===== config.mk =====
export PLATFORM = sky130hd
export DESIGN_NAME = sad_stream_modesel
export DESIGN_NICKNAME = d
export VERILOG_FILES = /design/src/rtl/intra_pkg.sv /design/src/rtl/sad_lane_abs.sv /design/src/rtl/sad_stream_modesel.sv
export SDC_FILE = /design/constraint.sdc
export NUM_CORES = 1
export LEC_CHECK = 0
export CAP_MARGIN = 20
export CORE_MARGIN = 3
export CORE_UTILIZATION = 51
export CTS_CLUSTER_DIAMETER = 150
export DETAILED_ROUTE_END_ITERATION = 6
export DONT_BUFFER_PORTS = 1
export PLACE_DENSITY = 0.76
export SETUP_SLACK_MARGIN = 0.02
export SYNTH_ARGS = -nofsm -noshare
export SYNTH_HDL_FRONTEND = slang
export SYNTH_SLANG_ARGS = --single-unit

===== constraint.sdc =====
create_clock -name clk -period 12.2 [get_ports clk]
set_input_delay 2.44 -clock clk [delete_from_list [all_inputs] [get_ports clk]]
set_output_delay 2.44 -clock clk [all_outputs]
set_load 0.02 [all_outputs]

===== src/rtl/intra_pkg.sv =====
// intra_pkg: shared intra mode indices, mode-decision FSM states and SAD width helper
package intra_pkg;
  localparam int MODE_V = 0;
  localparam int MODE_H = 1;
  localparam int MODE_DC = 2;
  localparam int MODE_PL = 3;
  typedef enum logic [2:0] {IDLE, ACCUM, DRAIN, ARGMIN, RESULT} state_t;
  function automatic int sad_width(input int res_w, input int npix);
    return res_w + $clog2(npix);
  endfunction
endpackage


===== src/rtl/sad_lane_abs.sv =====
// sad_lane_abs: one mode's LANES-wide unsigned |res| sum (res: LANES signed residuals in, psum: lane abs-sum out)
module sad_lane_abs #(
  parameter int LANES = 4,
  parameter int RES_W = 9,
  parameter int PS_W = RES_W + $clog2(LANES)
) (
  input  logic [LANES-1:0][RES_W-1:0] res,
  output logic [PS_W-1:0]             psum
);
  logic [RES_W-1:0] a;
  always_comb begin
    psum = '0;
    a = '0;
    for (int l = 0; l < LANES; l++) begin
      a = res[l][RES_W-1] ? RES_W'(~res[l] + 1'b1) : res[l];
      psum = psum + PS_W'(a);
    end
  end
endmodule


===== src/rtl/sad_stream_modesel.sv =====
// sad_stream_modesel: streaming per-mode SAD accumulator + masked argmin (start/mode_mask/res/in_valid in; in_ready, sads, best_mode, best_sad, none_valid, out_valid/out_ready, busy)
module sad_stream_modesel
  import intra_pkg::*;
#(
  parameter int NMODES = 4,
  parameter int NPIX = 64,
  parameter int LANES = 4,
  parameter int RES_W = 9,
  parameter int SAD_W = sad_width(RES_W, NPIX)
) (
  input  logic                                        clk,
  input  logic                                        reset,
  input  logic                                        start,
  input  logic [NMODES-1:0]                           mode_mask,
  input  logic signed [NMODES-1:0][LANES-1:0][RES_W-1:0] res,
  input  logic                                        in_valid,
  output logic                                        in_ready,
  output logic [NMODES-1:0][SAD_W-1:0]                sads,
  output logic [(NMODES > 1 ? $clog2(NMODES) : 1)-1:0] best_mode,
  output logic [SAD_W-1:0]                            best_sad,
  output logic                                        none_valid,
  output logic                                        out_valid,
  input  logic                                        out_ready,
  output logic                                        busy
);
  localparam int MW = NMODES > 1 ? $clog2(NMODES) : 1;
  localparam int NB = NPIX / LANES;
  localparam int CW = NB > 1 ? $clog2(NB) : 1;
  localparam int PS_W = RES_W + $clog2(LANES);
  state_t st;
  logic [CW-1:0] cnt;
  logic [NMODES-1:0] mask;
  logic [NMODES-1:0][PS_W-1:0] psum, psum_d;
  logic p_vld;
  logic [MW-1:0] am_mode;
  logic [SAD_W-1:0] am_sad;
  logic am_found;
  wire acc = in_valid && in_ready;
  for (genvar g = 0; g < NMODES; g++) begin : g_abs
    sad_lane_abs #(.LANES(LANES), .RES_W(RES_W), .PS_W(PS_W)) u_abs (
      .res (res[g]),
      .psum(psum_d[g])
    );
  end
  always_comb begin
    am_mode = '0;
    am_sad = '1;
    am_found = 1'b0;
    for (int m = 0; m < NMODES; m++)
      if (mask[m] && (!am_found || sads[m] < am_sad)) begin
        am_mode = MW'(m);
        am_sad = sads[m];
        am_found = 1'b1;
      end
  end
  always_ff @(posedge clk or posedge reset)
    if (reset) begin
      st <= IDLE;
      cnt <= '0;
      mask <= '0;
      psum <= '0;
      p_vld <= 1'b0;
      sads <= '0;
      best_mode <= '0;
      best_sad <= '0;
      none_valid <= 1'b0;
      in_ready <= 1'b0;
      out_valid <= 1'b0;
      busy <= 1'b0;
    end else begin
      p_vld <= acc;
      if (acc) psum <= psum_d;
      if (p_vld)
        for (int m = 0; m < NMODES; m++) sads[m] <= sads[m] + SAD_W'(psum[m]);
      case (st)
        IDLE: if (start) begin
          st <= ACCUM;
          sads <= '0;
          cnt <= '0;
          p_vld <= 1'b0;
          mask <= mode_mask;
          in_ready <= 1'b1;
          busy <= 1'b1;
        end
        ACCUM: if (acc) begin
          cnt <= cnt + 1'b1;
          if (cnt == CW'(NB - 1)) begin
            st <= DRAIN;
            cnt <= '0;
            in_ready <= 1'b0;
          end
        end
        DRAIN: st <= ARGMIN;
        ARGMIN: begin
          st <= RESULT;
          best_mode <= am_mode;
          best_sad <= am_sad;
          none_valid <= ~|mask;
          out_valid <= 1'b1;
        end
        RESULT: if (out_ready) begin
          st <= IDLE;
          out_valid <= 1'b0;
          busy <= 1'b0;
        end
        default: st <= IDLE;
      endcase
    end
endmodule


**Word-level counts from Yosys, hierarchy flattened**

Index checks and enable logic that the tools add are counted.

- Word-level logic and storage cells: 148
- Output and inout port bits: 81
- Register bits after elaboration: 137
- Input port bits: 153

- Mux-type cells: 47
- $add $sub $neg: 33
- Equality and inequality tests: 9
- Magnitude comparators: 3
- Bitwise operators: 16
- Reductions and logical operators: 22

Operator list:

| kind | count |
|---|---|
| 60-bit 2-to-1 mux | 3 |
| 9-bit by 1-bit adder with 9-bit output, second input constant | 16 |
| 9-bit 2-to-1 mux | 16 |
| 9-bit NOT | 16 |
| 11-bit by 9-bit adder with 11-bit output | 8 |
| 15-bit by 11-bit adder with 15-bit output | 4 |
| 15-bit 2-to-1 mux | 4 |
| 15-bit less-than comparator | 3 |
| 9-bit by 9-bit adder with 10-bit output | 4 |
| 3-bit case mux with 5 select lines | 1 |
| 3-bit 2-to-1 mux | 4 |
| 4-bit 2-to-1 mux | 3 |
| 1-bit 2-to-1 mux | 10 |
| 2-bit != test, second input constant | 4 |
| 4-bit case mux with 2 select lines | 1 |
| 4-bit AND reduction | 2 |
| 3-bit by 2-bit == test with 1-bit output, second input constant | 2 |
| 1-bit case mux with 2 select lines | 3 |
| 3-bit AND reduction | 2 |
| 2-bit nonzero test | 3 |
| 4-bit by 1-bit adder with 4-bit output, second input constant | 1 |
| 4-bit == test, second input constant | 1 |
| 1-bit logical AND | 4 |
| 1-bit zero test | 4 |
| 7 further kinds | 11 |

**Longest topological paths before layout**

Gate-level depths: netlist (run 1).

- Depth in word-level cells: 13
- Gate-level depth with buffers: 31
- Gate-level depth less buffers: 26

**Modules after synthesis**

A second synthesis (run 1) with hierarchy kept.

- Cell total of the unflattened synthesis: 1,703
- Area, all modules: 15,115.7 um2

Modules (own cells, without submodules):

| module | seq. area each (um2) | instances | area an instance (um2) | cells an instance |
|---|---|---|---|---|
| sad_stream_modesel | 3,428.3 | 1 | 9,345.2 | 958 |
| sad_lane_abs (g_abs[0].u_abs ...) | 0.0 | 2 | 1,425.1 | 184 |
| sad_lane_abs (g_abs[1].u_abs) | 0.0 | 1 | 1,466.4 | 190 |
| sad_lane_abs (g_abs[3].u_abs) | 0.0 | 1 | 1,453.9 | 187 |

**Worst setup path after synthesis (run 1)**

OpenSTA, ideal clock, no wires.

- Kind: flip-flop to flip-flop
- Start: register mask[0]
- End: register best_sad[9]
- Arrival time: 5.964 ns
- Buffers on the path: 5
- Setup time: 0.128 ns
- Required time: 12.072 ns
- Cell stages (with the launch flop): 32
- Period minus slack after synthesis: 6.091 ns
- Path slack: 6.109 ns
- Path through: dfrtp_1 inv_1 clkbuf_1 nor2_1 ha_1 nand4_1 nor4_1 o21ai_1 a32oi_2 buf_2 buf_2 nand2_1 o21ai_0 ha_1 a211oi_1 o21ai_0 a21oi_1 o2111a_1 o221a_2 nor2_4 buf_6 mux2_4 ha_1 a21o_1 a21o_1 a211oi_1 o31a_1 o21ai_0 a31oi_4 nand2b_4 buf_6 o211ai_2

- Longest elaborated chain between the ends: 13
- Elaborated cells on any way between the ends: 19
- Those cells by class: order compare: 3; mux: 7; reduce/logical: 9

RTL lines:

| element | line | source |
|---|---|---|
| start, declared | sad_stream_modesel.sv:32 | `logic [NMODES-1:0] mask;` |
| start signal, assigned | sad_stream_modesel.sv:81 | `mask <= mode_mask;` |
| 15-bit 2-to-1 mux / 1-bit 2-to-1 mux (equally long branches) | sad_stream_modesel.sv:50 | `if (mask[m] && (!am_found \|\| sads[m] < am_sad)) begin` |
| 15-bit less-than comparator / 1-bit zero test (equally long branches) | sad_stream_modesel.sv:50 |  |
| 1-bit logical OR | sad_stream_modesel.sv:50 |  |
| 1-bit logical AND | sad_stream_modesel.sv:50 |  |
| 15-bit 2-to-1 mux / 1-bit 2-to-1 mux (equally long branches) | sad_stream_modesel.sv:50 |  |
| 15-bit less-than comparator / 1-bit zero test (equally long branches) | sad_stream_modesel.sv:50 |  |
| 1-bit logical OR | sad_stream_modesel.sv:50 |  |
| 1-bit logical AND | sad_stream_modesel.sv:50 |  |
| 15-bit 2-to-1 mux / 1-bit 2-to-1 mux (equally long branches) | sad_stream_modesel.sv:50 |  |
| 15-bit less-than comparator / 1-bit zero test (equally long branches) | sad_stream_modesel.sv:50 |  |
| 1-bit logical OR | sad_stream_modesel.sv:50 |  |
| 1-bit logical AND | sad_stream_modesel.sv:50 |  |
| 15-bit 2-to-1 mux (*) | sad_stream_modesel.sv:50 |  |
| end signal, assigned | sad_stream_modesel.sv:97 | `best_sad <= am_sad;` |
| end, declared | sad_stream_modesel.sv:20 | `output logic [SAD_W-1:0] best_sad,` |

Every way passes the cells marked *; elsewhere a longest branch is shown, timed or not.
A chain may end at the register's enable or synchronous reset.

**Final worst setup path (run 1)**

- Start: register mask[0]
- End: register best_sad[11]

Same word-level chain as after synthesis.

==> results of run 1 <==
==> worst min-delay path, cell delays in order, from the launching register on <==
cell and delay [ns]:
dfrtp_1 0.34, nand2_1 0.05, nand2_1 0.05
==> power groups by stage <==
| stage | clock (mW) | sequential (mW) | combinational (mW) |
|---|---|---|---|
| 3_5_place_dp | 0 | 1.03 | 2.26 |
| 4_1_cts | 0.546 | 1.02 | 2.28 |
| 5_1_grt | 0.566 | 1.05 | 2.60 |
| 6_report | 0.538 | 1.02 | 2.28 |
| 2_1_floorplan | 0 | 0.872 | 1.87 |
| 3_3_place_gp | 0 | 1.02 | 2.19 |
==> worst paths after layout <==
check,slack (ns),depth (start not counted),start,endpoint
setup reg to reg,4.78,25,mask[0]$_DFFE_PP0P_,best_sad[11]$_DFFE_PP0P_
hold reg to reg,0.48,2,psum[0]$_DFFE_PP0P_,psum[0]$_DFFE_PP0P_
setup / recovery,4.78,25,mask[0]$_DFFE_PP0P_,best_sad[11]$_DFFE_PP0P_
hold / removal,0.48,2,psum[0]$_DFFE_PP0P_,psum[0]$_DFFE_PP0P_
max in group asynchronous,8.88,2,reset,p_vld$_DFF_PP0_
min in group asynchronous,1.99,1,reset,cnt[2]$_DFFE_PP0P_
==> area by class of cell <==
cell class                      count  share of cell area, %
Tap cell                          378                  3.026
Sequential cell                   137                  21.94
Timing Repair Buffer                5                 0.2402
Multi-Input combinational cell   1402                  67.44
Clock buffer                       20                  2.794
Inverter                          144                  3.491
Clock inverter                     12                  1.065
==> synth_stat cells (all sizes together) (16+ instances only) <==
| cell | instances | area (um^2) |
|---|---|---|
| fa | 48 | 960.9 |
| or3 | 31 | 193.9 |
| nand2b | 41 | 264.0 |
| xnor2 | 148 | 1296 |
| nor3 | 38 | 190.2 |
| a21o | 26 | 195.2 |
| a21oi | 92 | 460.4 |
| dfrtp | 137 | 3428 |
| o21bai | 28 | 210.2 |
| mux2i | 38 | 380.4 |
| nand3 | 35 | 175.2 |
| o21ai | 138 | 690.7 |
| o31ai | 34 | 255.2 |
| and3 | 16 | 100.1 |
| o211ai | 22 | 210.2 |
| o21a | 16 | 120.1 |
| xor2 | 22 | 192.7 |
| ha | 175 | 2190 |
| nand4 | 21 | 131.4 |
| nor2 | 106 | 405.4 |
| clkbuf | 40 | 150.1 |
| nand2 | 194 | 728.2 |
| inv | 144 | 540.5 |
==> flip-flops by register name, indices dropped and copies added (netlist names) <==
| signal | count |
|---|---|
| best_mode | 2 |
| best_sad | 15 |
| busy | 1 |
| cnt | 4 |
| in_ready | 1 |
| mask | 4 |
| none_valid | 1 |
| out_valid | 1 |
| p_vld | 1 |
| psum | 44 |
| sads | 60 |
| st | 3 |
==> cell families after synthesis <==
logic type,count (synthesis),share of synthesized area (%)
xor+xnor,170,10.13
compound gates,417,18.35
simple gates,539,17.77
buf+inv,194,5.080
fa+ha+maj,223,21.42
mux,53,3.939
flops,137,23.31
==> metal layers <==
| layer | part of all wire, % | vias to the layer above |
|---|---|---|
| met3 | 8.0 | 82 |
| li1 | - | 6054 |
| met5 | 0.064 | - |
| met2 | 45 | 364 |
| met1 | 44 | 5764 |
| met4 | 3.1 | 4 |
==> metrics by stage <==
stage                     hold slack, ns  setup WS [ns]  area (um^2)  power, mW
final                             0.4770          4.784        15630      3.839
after global placement            0.4665          5.075        15030      3.210
after CTS                         0.4855          4.851        15630      3.848
after floorplan                   0.4498          6.092        14710      2.742
after detailed placement          0.4704          4.911        15030      3.290
after global routing              0.5145          4.185        15630      4.213
==> metrics.md, run 1 <==
| Metric | Value |
|---|---|
| Period utilization | 60.79% |
| Final setup fails | 0 |
| Final setup TNS | 0 ns |
| TritonCTS clock tree | built |
| Worst-path maximum fanout | 31 |
| Buf/Inv on CP | 1 |
| Antenna violations before repair | 2 |
| Top FF cell, synth | dfrtp_1 |
| Layout area overhead | 6.279% |
| First-pass GRT wire length | 61180 um |
| Drt via density | about 5.8 |
| Number of global-route vias before repair | 12120 |
| GP Congestion | 0.9664 |
| Final Net Count | 2083 |
| GRT busiest layer | met2 |
| Critical setup path kind | register to register |
| WL final | ~38000 um |
| Final design utilization | 55.64% |
| H-tree depth | 4 |
| Max Freq | 134.8 MHz |
| Maximum Capacitance Violations | 0 |
| Diodes inserted | 0 |
| Share of cells above drive strength 1 | 4.302% |
| Initial Utilization | 52.36% |
| Worst slew pin tran | 1.224 ns |
| Post-Syn Area | 0.01471 mm^2 |
| First-pass detailed-route iteration total | 5 |
| VDD IR-drop max | 0.1083 mV |
| EDFF count, synth | 0 |
| Seq cells post-synth | 137 |
| Iteration-0 DRC Markers | 753 |
| Routed vias | 12270 |
| Final hold vios | 0 |
| Bufs on Longest Clock Path | 2 |
| Synthesized Nets | 2109 |
| Switching share of power | 49.12% |
| Antenna-violating nets left | 0 |
| DP HPWL | 30420 um |
| Fin crit period | 7.416 ns |
| Die area | roughly 0.031 mm^2 |
| DIE WIDTH | 175.8 um |
| Final-report max-slew violation count | 0 |
| Global route total overflow | 0 |
| Cts hold-fix bufs | 0 |
| Logic gate share of total power | 59.3% |
| I/O Buffers | 0 |
| CP max-delay cell | a32oi_2 |
| Relative slew margins | 18.40% |
| Asr flop ratio synth | 100.0% |
| Largest net degree at the start of global routing | 80 |
| Internal power | roughly 2 mW |
| CP endpoint kind | register |
| Synth cell types | 63 |
| Unrepaired setup endpoints after global routing | no |
| Post-Syn Instances | 1733 |
| CP required | around 13 ns |
| Leakage power | 7.259 nW |
| Worst setup SP type | register |
| Grt met2 use | 38.91% |
| Post-CTS Setup Bufs | 0 |
| Crit path arrival time | between 7 and 8 ns |
| Placed cells | slightly above 2000 |
| Clock share of power | 14.0% |
| I/O pin cnt | 234 |
| Outcome | finished, final reports clean |
| Family with the most delay on the worst path | compound AO/OA/AOI/OAI gates |
| P_sw | 1.886 mW |
| Multi-input gate area | 0.01054 mm^2 |
| DRC viols | 0 |
| Die span in y | 175.8 um |
| Most used cell, CP | ha_1 |
| Met1 Usage GRT | 31.16% |
| FP Rows | 61 |
| Worst hold path type | register to register |
| Total Routing Usage GR | 24.18% |
| Sequential fraction of the synthesis area | 23.31% |
| Max stage delay on crit path | 1.00 ns |
| Fin cells | 2098 |
| Most frequent cells in the layout | nand2_1, ha_1, xnor2_1 |
| PD cells | 245.6 mW/mm^2 |
| Synth warn | 0 |
| Syn Area/Cell | 8.485 um^2 |
| Core Box Area | around 0.028 mm^2 |
| Clock Latency Late Sink | 0.43 ns |
| GR Layer Usage met3 | 7.220% |
| Routed wire per std cell | ~18 um |
| Cts bufs inserted | 17 |
| Sequential Power Share | 26.7% |
| Sequential cell area | 0.003430 mm^2 |
| Reg clk slew, reported paths | ~0.06 ns |
| Leading cell type in the layout, fill and taps excluded | nand2_1 |
| Number of clock sinks | between 100 and 150 |
| Fillers | approximately 2600 |
| Skew final | 0.01313 ns |
| Clk root buf | clkbuf_16 |
| Post-CTS Resized | 0 |
Power figures use the tool's default switching activity.
==> run 2, diff against run 1 <==
- PLACE_DENSITY: 0.76 -> 0.79
- clock period: 12.2 -> 6.78 ns (I/O delays scaled with it)
==> metrics.md, run 2 (synthesized netlist as in run 1, its figures left out) <==
| Metric | Value |
|---|---|
| Core Box Area | 0.02809 mm^2 (unchanged) |
| Clock share of power | 13.7% (-0.3 points) |
| Buf/Inv on CP | 2 (+1) |
| DP HPWL | 31020 um (+2.0%) |
| P_sw | 3.434 mW (+82%) |
| CP required | 7.08 ns (-5.42 ns) |
| Final setup fails | 0 (unchanged) |
| Met2 WL | 17790 um (+4.7%) |
| Number of clock sinks | 137 (unchanged) |
| Most frequent cells in the layout | nand2_1, ha_1, xnor2_1 |
| Fin crit period | 6.334 ns (-1.081 ns) |
| Share of cells above drive strength 1 | 4.922% (+0.62 points) |
| Most used cell, CP | ha_1 |
| Bufs on Longest Clock Path | 2 (unchanged) |
| Period utilization | 93.43% (+33 points) |
| Drt via density | 5.981 (+2.3%) |
| Max Freq | 157.9 MHz (+17%) |
| Critical setup path kind | register to register |
| Most flops, register | sads |
| GP Congestion | 0.9370 (-3.0%) |
| Largest net degree at the start of global routing | 80 (unchanged) |
| Final-report max-slew violation count | 0 (unchanged) |
| Final design utilization | 55.89% (+0.25 points) |
| Fin cells | 2105 (+0.33%) |
| DR top layer | met4 |
| Hold_sp | psum[11]$_DFFE_PP0P_ |
| First-pass detailed-route iteration total | 5 (unchanged) |
| Placed cells | 2070 (+0.19%) |
| Pwr Total | 7.005 mW (+82%) |
| Worst-path maximum fanout | 17 (-45%) |
| Leakage power | 7.303 nW (+0.61%) |
| Switching share of power | 49.02% (-0.097 points) |
| Largest register FFs | 60 (unchanged) |
| Family with the most delay on the worst path | compound AO/OA/AOI/OAI gates |
| Global route total overflow | 0 (unchanged) |
| Max stage delay on crit path | 0.43 ns (-0.57 ns) |
| Final setup TNS | 0 ns (unchanged) |
| Clock Latency Late Sink | 0.43 ns (about the same) |
| Routed vias | 12590 (+2.6%) |
| Fillers | 2587 (+0.19%) |
| FP Rows | 61 (unchanged) |
| Layout area overhead | 6.748% |
| End of the worst hold path | psum[11]$_DFFE_PP0P_ |
| DIE WIDTH | 175.8 um (unchanged) |
| CP endpoint kind | register |
| Cts bufs inserted | 17 (unchanged) |
| Internal reg-to-reg setup slack | 0.45 ns (-4.34 ns) |
| Leading cell type in the layout, fill and taps excluded | nand2_1 |
| Worst slew pin tran | 0.9398 ns (-0.2842 ns) |
| Outcome | finished, final reports clean |
| WL final | 38430 um (+2.2%) |
| PD cells | 446.3 mW/mm^2 (+82%) |
| First-pass GRT wire length | 62530 um (+2.2%) |
| Iteration-0 DRC Markers | 765 (+1.6%) |
| Number of global-route vias before repair | 12550 (+3.6%) |
| Logic gate share of total power | 60.0% (+0.7 points) |
| DRC viols | 0 (unchanged) |
| Met3 routed WL | 3594 um (+19%) |
| Routed wire per std cell | 18.26 um (+1.9%) |
| Worst hold path type | register to register |
| Cts hold-fix bufs | 0 (unchanged) |
| Critical R2R Capture | best_sad[10]$_DFFE_PP0P_ |
| Crit path arrival time | 6.63 ns (-1.08 ns) |
| Unrepaired setup endpoints after global routing | no |
| Worst hold path cell count | 2 (unchanged) |
| I/O Buffers | 0 (unchanged) |
| Skew final | 0.008356 ns (-0.004774 ns) |
| Worst setup SP type | register |
| H-tree depth | 4 (unchanged) |
| Initial Utilization | 52.36% (unchanged) |
| Diodes inserted | 0 (unchanged) |
| Antenna violations before repair | 0 (-2) |
| Final hold vios | 0 (unchanged) |
| Largest regs | sads (60), psum (44), best_sad (15) |
| VDD IR-drop max | 0.1906 mV (+76%) |
| Antenna-violating nets left | 0 (unchanged) |
| CP max-delay cell | dfrtp_1 |
| Die span in y | 175.8 um (unchanged) |
| Final Net Count | 2092 (+0.43%) |
| Final hold slack | 0.4769 ns (-0.0001400 ns) |
| TritonCTS clock tree | built |
| Metal-1 WL | 15910 um (-3.0%) |
| Relative slew margins | 37.34% (+19 points) |
| Maximum Capacitance Violations | 0 (unchanged) |
| I/O pin cnt | 234 (unchanged) |
| Reg clk slew, reported paths | 0.06 ns (about the same) |
| Total Routing Usage GR | 24.75% (+0.56 points) |
| Sequential Power Share | 26.4% (-0.3 points) |
| RR Startpoint | mask[0]$_DFFE_PP0P_ |
| Die area | 0.03091 mm^2 (unchanged) |
| Worst reg2reg path depth | 26 (+4.0%) |
| Internal power | 3.571 mW (+83%) |
| Clk root buf | clkbuf_16 |
-- run 2: cell count changes in the layout (fill, tap and decap cells not counted), sizes merged --
cell / change
buf: +9
clkinv: +2
clkinvlp: +1
inv: -4
clkbuf: -1
-- run 2: repair_timing --
action                     CTS  global route
buffers inserted             0             5
gates resized for setup      0             1
setup endpoints to repair    0            17
-- run 2: layout make-up --
type                            instances  area [um^2]  area share [%]
Multi-Input combinational cell       1402        10540           67.14
Sequential cell                       137         3430           21.85
Inverter                              144        549.3           3.499
Tap cell                              378        473.0           3.013
Clock buffer                           19        452.9           2.885
Clock inverter                         11        147.6          0.9405
Timing Repair Buffer                   14        105.1          0.6695
-- run 2: worst max path at each step --
stage,slack (ns),cells after the start,to,startpoint
after floorplan,0.69,31,best_sad[9]$_DFFE_PP0P_,mask[0]$_DFFE_PP0P_
after global placement,0.70,27,best_sad[13]$_DFFE_PP0P_,mask[0]$_DFFE_PP0P_
after detailed placement,0.37,27,best_sad[10]$_DFFE_PP0P_,mask[0]$_DFFE_PP0P_
after CTS,0.30,27,best_sad[10]$_DFFE_PP0P_,mask[0]$_DFFE_PP0P_
after global routing,0.08,28,best_mode[0]$_DFFE_PP0P_,mask[0]$_DFFE_PP0P_
final,0.45,26,best_sad[10]$_DFFE_PP0P_,mask[0]$_DFFE_PP0P_
-- run 2: power by group through the flow --
stage / clock network [mW] / registers [mW] / logic, mW
final: 0.956 / 1.85 / 4.20
after global routing: 1.00 / 1.88 / 4.76
after CTS: 0.964 / 1.84 / 4.16
after detailed placement: 0 / 1.85 / 4.12
after global placement: 0 / 1.84 / 3.93
after floorplan: 0 / 1.57 / 3.36
-- run 2: worst min-delay path, delay by kind of cell, from the launching register on --
kind | cells | cell delay (ns)
AND/OR/NAND/NOR | 2 | 0.10
flip-flops | 1 | 0.34
-- run 2: routing by layer --
layer	vias up	GRT usage [%]
met1	5967	30.76
met3	96	8.020
met5	-	0
met2	443	41.09
met4	0	7.456
li1	6084	-
-- run 2: metrics by stage --
| step | area, um^2 | setup slack (ns) |
|---|---|---|
| final | 15700 | 0.4456 |
| after global routing | 15700 | 0.08366 |
| after CTS | 15660 | 0.3050 |
| after detailed placement | 15060 | 0.3706 |
| after global placement | 15060 | 0.7002 |
| after floorplan | 14710 | 0.6885 |
